[src/rtl/multi_edge_detector.sv]
// -----------------------------------------------------------------------------
// multi_edge_detector
//
// Multi-channel conditioner for asynchronous or noisy status inputs (buttons,
// external IRQ lines). Each channel has its own synchroniser and glitch
// filter. It produces registered rise/fall pulses, a mode-qualified event
// pulse and a sticky event flag.
//
// Parameters:
//   NUM_CH      number of independent channels (>= 1)
//   SYNC_STAGES synchroniser flops per channel (0 = input used directly)
//   FILT_CYCLES extra consecutive mismatched samples before the filtered
//               level changes (0 = no filtering)
//   CNT_W       event counter width (only with MULTI_EDGE_CNT_EN)
//
// Optional feature: define MULTI_EDGE_CNT_EN to build a saturating per-channel
// event counter. Without it, cnt_o is tied to 0 and cnt_clr_i is ignored.
//
// Ports:
//   clk             clock, all logic on the rising edge
//   reset_n         synchronous reset, active-low
//   a_i             raw channel inputs, may be asynchronous
//   mode_i          per-channel mode in [2k+1:2k]: 00 off, 01 rise, 10 fall,
//                   11 both
//   clr_i           per-channel sticky clear, level-sensitive
//   cnt_clr_i       per-channel counter clear
//   level_o         filtered level
//   rising_edge_o   one-cycle pulse on a filtered 0->1 change
//   falling_edge_o  one-cycle pulse on a filtered 1->0 change
//   event_o         one-cycle pulse on a mode-qualified edge
//   sticky_o        latched event flag
//   cnt_o           per-channel event counts, channel k in
//                   [CNT_W*(k+1)-1:CNT_W*k]
// -----------------------------------------------------------------------------
module multi_edge_detector #(
  parameter int NUM_CH      = 4,
  parameter int SYNC_STAGES = 2,
  parameter int FILT_CYCLES = 3,
  parameter int CNT_W       = 8
) (
  input  logic                      clk,
  input  logic                      reset_n,
  input  logic [NUM_CH-1:0]         a_i,
  input  logic [2*NUM_CH-1:0]       mode_i,
  input  logic [NUM_CH-1:0]         clr_i,
  input  logic [NUM_CH-1:0]         cnt_clr_i,
  output logic [NUM_CH-1:0]         level_o,
  output logic [NUM_CH-1:0]         rising_edge_o,
  output logic [NUM_CH-1:0]         falling_edge_o,
  output logic [NUM_CH-1:0]         event_o,
  output logic [NUM_CH-1:0]         sticky_o,
  output logic [NUM_CH*CNT_W-1:0]   cnt_o
);

  localparam int FC_W = (FILT_CYCLES > 0) ? $clog2(FILT_CYCLES + 1) : 1;
  localparam logic [FC_W-1:0] FC_MAX = FC_W'(FILT_CYCLES);

  // Synchronised input seen by the filter.
  logic [NUM_CH-1:0] sync_s;

  generate
    if (SYNC_STAGES == 0) begin : g_no_sync
      assign sync_s = a_i;
    end else begin : g_sync
      logic [SYNC_STAGES-1:0][NUM_CH-1:0] sync_d, sync_q;

      always_comb begin
        sync_d[0] = a_i;
        for (int i = 1; i < SYNC_STAGES; i++) begin
          sync_d[i] = sync_q[i-1];
        end
      end

      // NOTE: the synchroniser chain is reset along with everything else, so
      // a stale sample can never leak into the filter after reset release.
      always_ff @(posedge clk) begin
        if (!reset_n) begin
          sync_q <= '0;
        end else begin
          sync_q <= sync_d;
        end
      end

      assign sync_s = sync_q[SYNC_STAGES-1];
    end
  endgenerate

  // Filter, edge, event and sticky state.
  logic [NUM_CH-1:0][FC_W-1:0] fc_d, fc_q;
  logic [NUM_CH-1:0]           level_d, level_q;
  logic [NUM_CH-1:0]           rise_d, rise_q;
  logic [NUM_CH-1:0]           fall_d, fall_q;
  logic [NUM_CH-1:0]           event_d, event_q;
  logic [NUM_CH-1:0]           sticky_d, sticky_q;

  // NOTE: every signal gets a default at the top of the block, so no path can
  // leave one unassigned and infer a latch.
  always_comb begin
    fc_d    = fc_q;
    level_d = level_q;
    event_d = '0;

    for (int k = 0; k < NUM_CH; k++) begin
      if (sync_s[k] == level_q[k]) begin
        // Agreement at any point rejects a partial mismatch run.
        fc_d[k] = '0;
      end else if (fc_q[k] == FC_MAX) begin
        level_d[k] = sync_s[k];
        fc_d[k]    = '0;
      end else begin
        fc_d[k] = fc_q[k] + FC_W'(1);
      end
    end

    rise_d = level_d & ~level_q;
    fall_d = ~level_d & level_q;

    for (int k = 0; k < NUM_CH; k++) begin
      event_d[k] = (rise_d[k] & mode_i[2*k]) | (fall_d[k] & mode_i[2*k+1]);
    end

    // A new event wins over a simultaneous clear, so no event is lost.
    sticky_d = event_d | (sticky_q & ~clr_i);
  end

  // NOTE: sequential state uses non-blocking assignments only, so every flop
  // samples the pre-edge value of its neighbours.
  always_ff @(posedge clk) begin
    if (!reset_n) begin
      fc_q     <= '0;
      level_q  <= '0;
      rise_q   <= '0;
      fall_q   <= '0;
      event_q  <= '0;
      sticky_q <= '0;
    end else begin
      fc_q     <= fc_d;
      level_q  <= level_d;
      rise_q   <= rise_d;
      fall_q   <= fall_d;
      event_q  <= event_d;
      sticky_q <= sticky_d;
    end
  end

  assign level_o        = level_q;
  assign rising_edge_o  = rise_q;
  assign falling_edge_o = fall_q;
  assign event_o        = event_q;
  assign sticky_o       = sticky_q;

`ifdef MULTI_EDGE_CNT_EN
  logic [NUM_CH-1:0][CNT_W-1:0] cnt_d, cnt_q;

  always_comb begin
    cnt_d = cnt_q;
    for (int k = 0; k < NUM_CH; k++) begin
      if (cnt_clr_i[k]) begin
        // A clear together with an event counts that event.
        cnt_d[k] = event_d[k] ? CNT_W'(1) : '0;
      end else if (event_d[k] && (cnt_q[k] != {CNT_W{1'b1}})) begin
        cnt_d[k] = cnt_q[k] + CNT_W'(1);
      end
    end
  end

  always_ff @(posedge clk) begin
    if (!reset_n) begin
      cnt_q <= '0;
    end else begin
      cnt_q <= cnt_d;
    end
  end

  assign cnt_o = cnt_q;
`else
  logic unused_cnt_clr;

  assign unused_cnt_clr = |cnt_clr_i;
  assign cnt_o          = '0;
`endif

endmodule

[config.mk]
export PLATFORM = sky130hd
export DESIGN_NAME = multi_edge_detector
export DESIGN_NICKNAME = d
export VERILOG_FILES = /design/src/rtl/multi_edge_detector.sv
export SDC_FILE = /design/constraint.sdc
export NUM_CORES = 1
export LEC_CHECK = 0
export BUFFER_PORTS_ARGS = -buffer_cell sky130_fd_sc_hd__buf_4
export CAP_MARGIN = 20
export CORE_MARGIN = 4
export CORE_UTILIZATION = 44
export CTS_BUF_LIST = sky130_fd_sc_hd__clkbuf_16
export DETAILED_ROUTE_END_ITERATION = 16
export PLACE_DENSITY = 0.77
export SETUP_SLACK_MARGIN = 0.05
export SYNTH_ARGS = -nofsm -noshare
export SYNTH_HDL_FRONTEND = slang
export SYNTH_SLANG_ARGS = --single-unit
[constraint.sdc]
create_clock -name clk -period 1.36 [get_ports clk]
set_input_delay 0.068 -clock clk [delete_from_list [all_inputs] [get_ports clk]]
set_output_delay 0.068 -clock clk [all_outputs]
set_load 0.005 [all_outputs]
== Word-level counts from Yosys, hierarchy flattened ==
Cells that the tools add are included.
Storage, ports and cells
  output and inout bits: 52
  word-level logic and storage cells: 55
  register bits after elaboration: 36
  input bits: 22
Cells by class
  add/subtract/negate cells: 4
  reduce and logical (&&, ||, !) cells: 4
  muxes and demuxes: 8
  eq/ne operators: 8
  bitwise logic cells: 20
Operator list (count)
  $and 4x4->4: 3
  $not 4->4: 3
  $reduce_or 3->1: 4
  $add 2x1->2 const B: 4
  $and 1x1->1: 8
  $eq 2x2->1 const B: 4
  $mux 1: 8
  $eq 1x1->1: 4
  $or 1x1->1: 4
  $or 4x4->4: 1
  $not 1->1: 1

== Longest topological paths before layout ==
  word-level depth: 8
  gate-level depth with buffers: 4
  mapped depth without buffers: 4

== Least setup slack after synthesis ==
OpenSTA, ideal clock, no wires.
  path kind: flip-flop to flip-flop
  start point: register fc_q[0] in the netlist's numbering
  end point: register rise_q[0], in the netlist rising_edge_o[0]
  setup time: 0.116 ns
  required time: 1.244 ns
  path slack: 0.321 ns
  period minus slack after synthesis: 1.039 ns
  path buffers: 0
  cell stages (with the launch flop): 5
  arrival: 0.924 ns
  cells stage by stage: dfxtp_1 -> ha_1 -> mux2i_1 -> nor2b_1 -> and2b_2
On the way
  word-level cells in the longest chain between the ends: 4
Ends and longest elaborated chain
  start, declared: RTL line 89  | logic [NUM_CH-1:0][FC_W-1:0] fc_d, fc_q;
  start signal, assigned: RTL line 130  | fc_q <= '0;
  start signal, assigned: RTL line 137  | fc_q <= fc_d;
  $eq 2x2->1: RTL line 107  | end else if (fc_q[k] == FC_MAX) begin
  $mux 1: RTL line 107
  $mux 1: RTL line 104  | if (sync_s[k] == level_q[k]) begin
  $and 4x4->4: RTL line 115  | rise_d = level_d & ~level_q;
  end signal, assigned: RTL line 139  | rise_q <= rise_d;
  end, declared: RTL line 91  | logic [NUM_CH-1:0] rise_d, rise_q;
No other way between the ends.
A chain may end at the register's enable or synchronous reset.

== Worst setup path in the final report ==
  start point: register fc_q[2] in the netlist's numbering
  end point: register rise_q[1], in the netlist rising_edge_o[1]
Same word-level chain as after synthesis.

==> impl_metrics.csv <==
group,metric,value,unit
run_status,status,"complete, no violations",
yosys,syn_inst,136,
layout,final_common_cell,"buf_4",
sta,fin_crit,1.15,ns
yosys,syn_avg_cell_area,10.8,um2
sta,fin_worst_skew,0.00250,ns
layout,post-route-util,58.7,%
drt,vias_per_cell,4.21,
cts,clock_latency,0.28,ns
drt,wl_met2,1160,um
drt,routed_wl,2460,um
power_and_ir_drop,vdd_drop_max,0.693,mV
power_and_ir_drop,powerDensity,1230,nW/um2
layout,drive_gt1_share,30.0,%
place,place_congestion,0.652,
die,io_pins,74,
worst_setup_path,cp_slowest_cell,"dfxtp_1",
worst_setup_path,cp_cell_sequence,"ha_1 -> mux2i_1 -> nor2b_1 -> and2b_2",
yosys,yosys_warnings,0,
sta,holdWs,0.00244,ns
cts,cts_setup_buffers,0,
worst_setup_path,critPathMaxFanout,4,
power_and_ir_drop,p_leak,0.000859,uW
sta,slew_viol_final,0,
sta,clock.fmax,872,MHz
sta,rsz0062_at_grt,"false",
layout,syn_to_final_growth,24.5,%
die,die_x,65.9,um
global_route,grt_pass1_wl,3730,um
worst_setup_path,max_stage_delay,0.33,ns
cts,cts_buffer_depth,2,
global_route,grt_pass1_vias,871,
sta,final.setup.tns,0,ns
place,port-buffer-count,37,
die,num_rows,20,
layout,diodes,0,
worst_setup_path,arrival,1.32,ns
global_route,grt_start_max_net_pins,29,
drt,antenna_left,0,
drt,dr.first_iter.drc_count,49,
global_route,grtUsageTotal,11.8,%
die,die_y,65.9,um
layout,nets,205,
yosys,synth_area,1470,um2
cts,cts-htree-levels,2,
drt,drt-met1-wl,955,um
cts,clock-root-buffer,"clkbuf_16",
die,start_util,47.1,%
yosys,synth-seq-cells,36,
drt,wl_per_cell,11.0,um
die,die_area,4340,um2
yosys,ys_types,21,
cts,cts_tree,"done",
cts,clk_pin_slew,0.05,ns
drt,routed.top_layer,"met4",
drt,drt-pass1-iter-count,4,
sta,post-route-period-util,84.3,%
run,maxCapViolations,0,
worst_setup_path,end_kind,"flop",
die,core,3130,um2
global_route,gr-total-overflow,0,
sta,setup_viol,0,
place,hpwl,1830,um
drt,met3WireLength,278,um
global_route,antenna_found_initial,0,
worst_setup_path,critPathKind,"reg -> reg",
cts,cts_buffers,5,
cts,cts_sinks,36,
worst_hold_path,hold_class,"in -> reg",
worst_setup_path,start_kind,"flop",
worst_setup_path,worst_ep_required_time,1.53,ns
drt,route.detailed.drc,0,
yosys,synth-seq-area-share,48.9,%
drt,vias,942,
layout,final_cell_mix,"37 x buf_4, 36 x dfxtp_1, 32 x conb_1, 8 x nand3b_1, 8 x and2_1",
sta,final_hold_viol_count,0,
-- registers in the layout (all words and copies together) (netlist names) --
| register | flops |
|---|---|
| fc_q | 8 |
| event_o | 4 |
| sync_s | 4 |
| level_o | 4 |
| falling_edge_o | 4 |
| g_sync.sync_d | 4 |
| rising_edge_o | 4 |
| sticky_o | 4 |
-- area by class of cell --
type	instances	area, um2
clock buffer	5	125
clock inverter	3	13.8
multi-input combinational	92	598
sequential	36	721
inverter	4	15.0
tap	44	55.1
timing repair buffer	40	308
fill	272	1290
-- synthesized netlist by cell type --
| cell type | count | area, um2 |
|---|---|---|
| ha_1 | 4 | 50.1 |
| xor2_1 | 2 | 17.5 |
| xnor2_1 | 2 | 17.5 |
| buf_4 | 33 | 248 |
| nor2b_1 | 6 | 37.5 |
| dfxtp_1 | 36 | 721 |
| a31o_2 | 4 | 35.0 |
| conb_1 | 1 | 3.75 |
| and4b_1 | 2 | 20.0 |
| nor4b_1 | 2 | 17.5 |
| a21oi_1 | 4 | 20.0 |
| and2b_2 | 2 | 17.5 |
| and4bb_2 | 4 | 50.1 |
| buf_2 | 1 | 5.00 |
| nor3b_1 | 4 | 30.0 |
| nand2_1 | 4 | 15.0 |
| and2_1 | 8 | 50.1 |
| inv_1 | 4 | 15.0 |
| nand3b_1 | 8 | 60.1 |
| clkbuf_1 | 1 | 3.75 |
| mux2i_1 | 4 | 40.0 |
-- metal layers --
| metal | vias up | global-route usage (%) |
|---|---|---|
| met3 | 9 | 5.10 |
| li1 | 476 | - |
| met1 | 409 | 11.8 |
| met4 | 0 | 9.33 |
| met5 | - | 0 |
| met2 | 48 | 19.1 |
-- critical path: cells and delay by family (launching register included) --
kind                       cells  cell delay (ns)
muxes                          1             0.22
DFF                            1             0.33
adders and majority gates      1             0.24
and+or+nand+nor                2             0.25
-- power by group --
group / internal [uW] / total [uW] / switching [uW]
logic: 52.6 / 99.4 / 46.8
clock network: 664 / 1070 / 409
registers: 1070 / 1080 / 9.05
-- stage by stage --
step / std cells / setup slack, ns / instance area, um2 / total power, uW
global placement: 213 / 0.283 / 1670 / 1190
floorplan: 167 / 0.321 / 1590 / 1220
CTS: 223 / 0.204 / 1830 / 2270
finish: 224 / 0.214 / 1840 / 2250
detailed placement: 213 / 0.230 / 1670 / 1190
global route: 224 / 0.123 / 1840 / 2340
-- worst paths after layout --
path / endpoint / cells past startpoint / slack [ns] / from
setup reg to reg: rising_edge_o[1]$_SDFF_PN0_ / 4 / 0.21 / fc_q[2]$_SDFF_PP0_
hold reg to reg: fc_q[2]$_SDFF_PP0_ / 1 / 0.43 / fc_q[2]$_SDFF_PP0_
setup / recovery: rising_edge_o[1]$_SDFF_PN0_ / 4 / 0.21 / fc_q[2]$_SDFF_PP0_
hold / removal: g_sync.sync_d[6]$_SDFF_PN0_ / 2 / 0.002 / a_i[2]
-- kinds of logic (layout without fill, tap and decap cells) --
logic type,Yosys count,in the layout,share of synthesized area (%)
buffers and inverters,39,52,18.4
XOR/XNOR,4,4,2.38
other,1,32,0.254
AND/OR/NAND/NOR,40,40,20.2
AO/OA/AOI/OAI,8,8,3.73
adder cells (fa/ha/maj),4,4,3.40
flip-flops,36,36,48.9
multiplexers,4,4,2.72
-- timing repair --
action | in CTS | in global routing
hold buffers | 2 | 1
endpoints found under the hold margin | 2 | 1
resized for setup | 0 | 0
(Power assumes the default switching activity.)
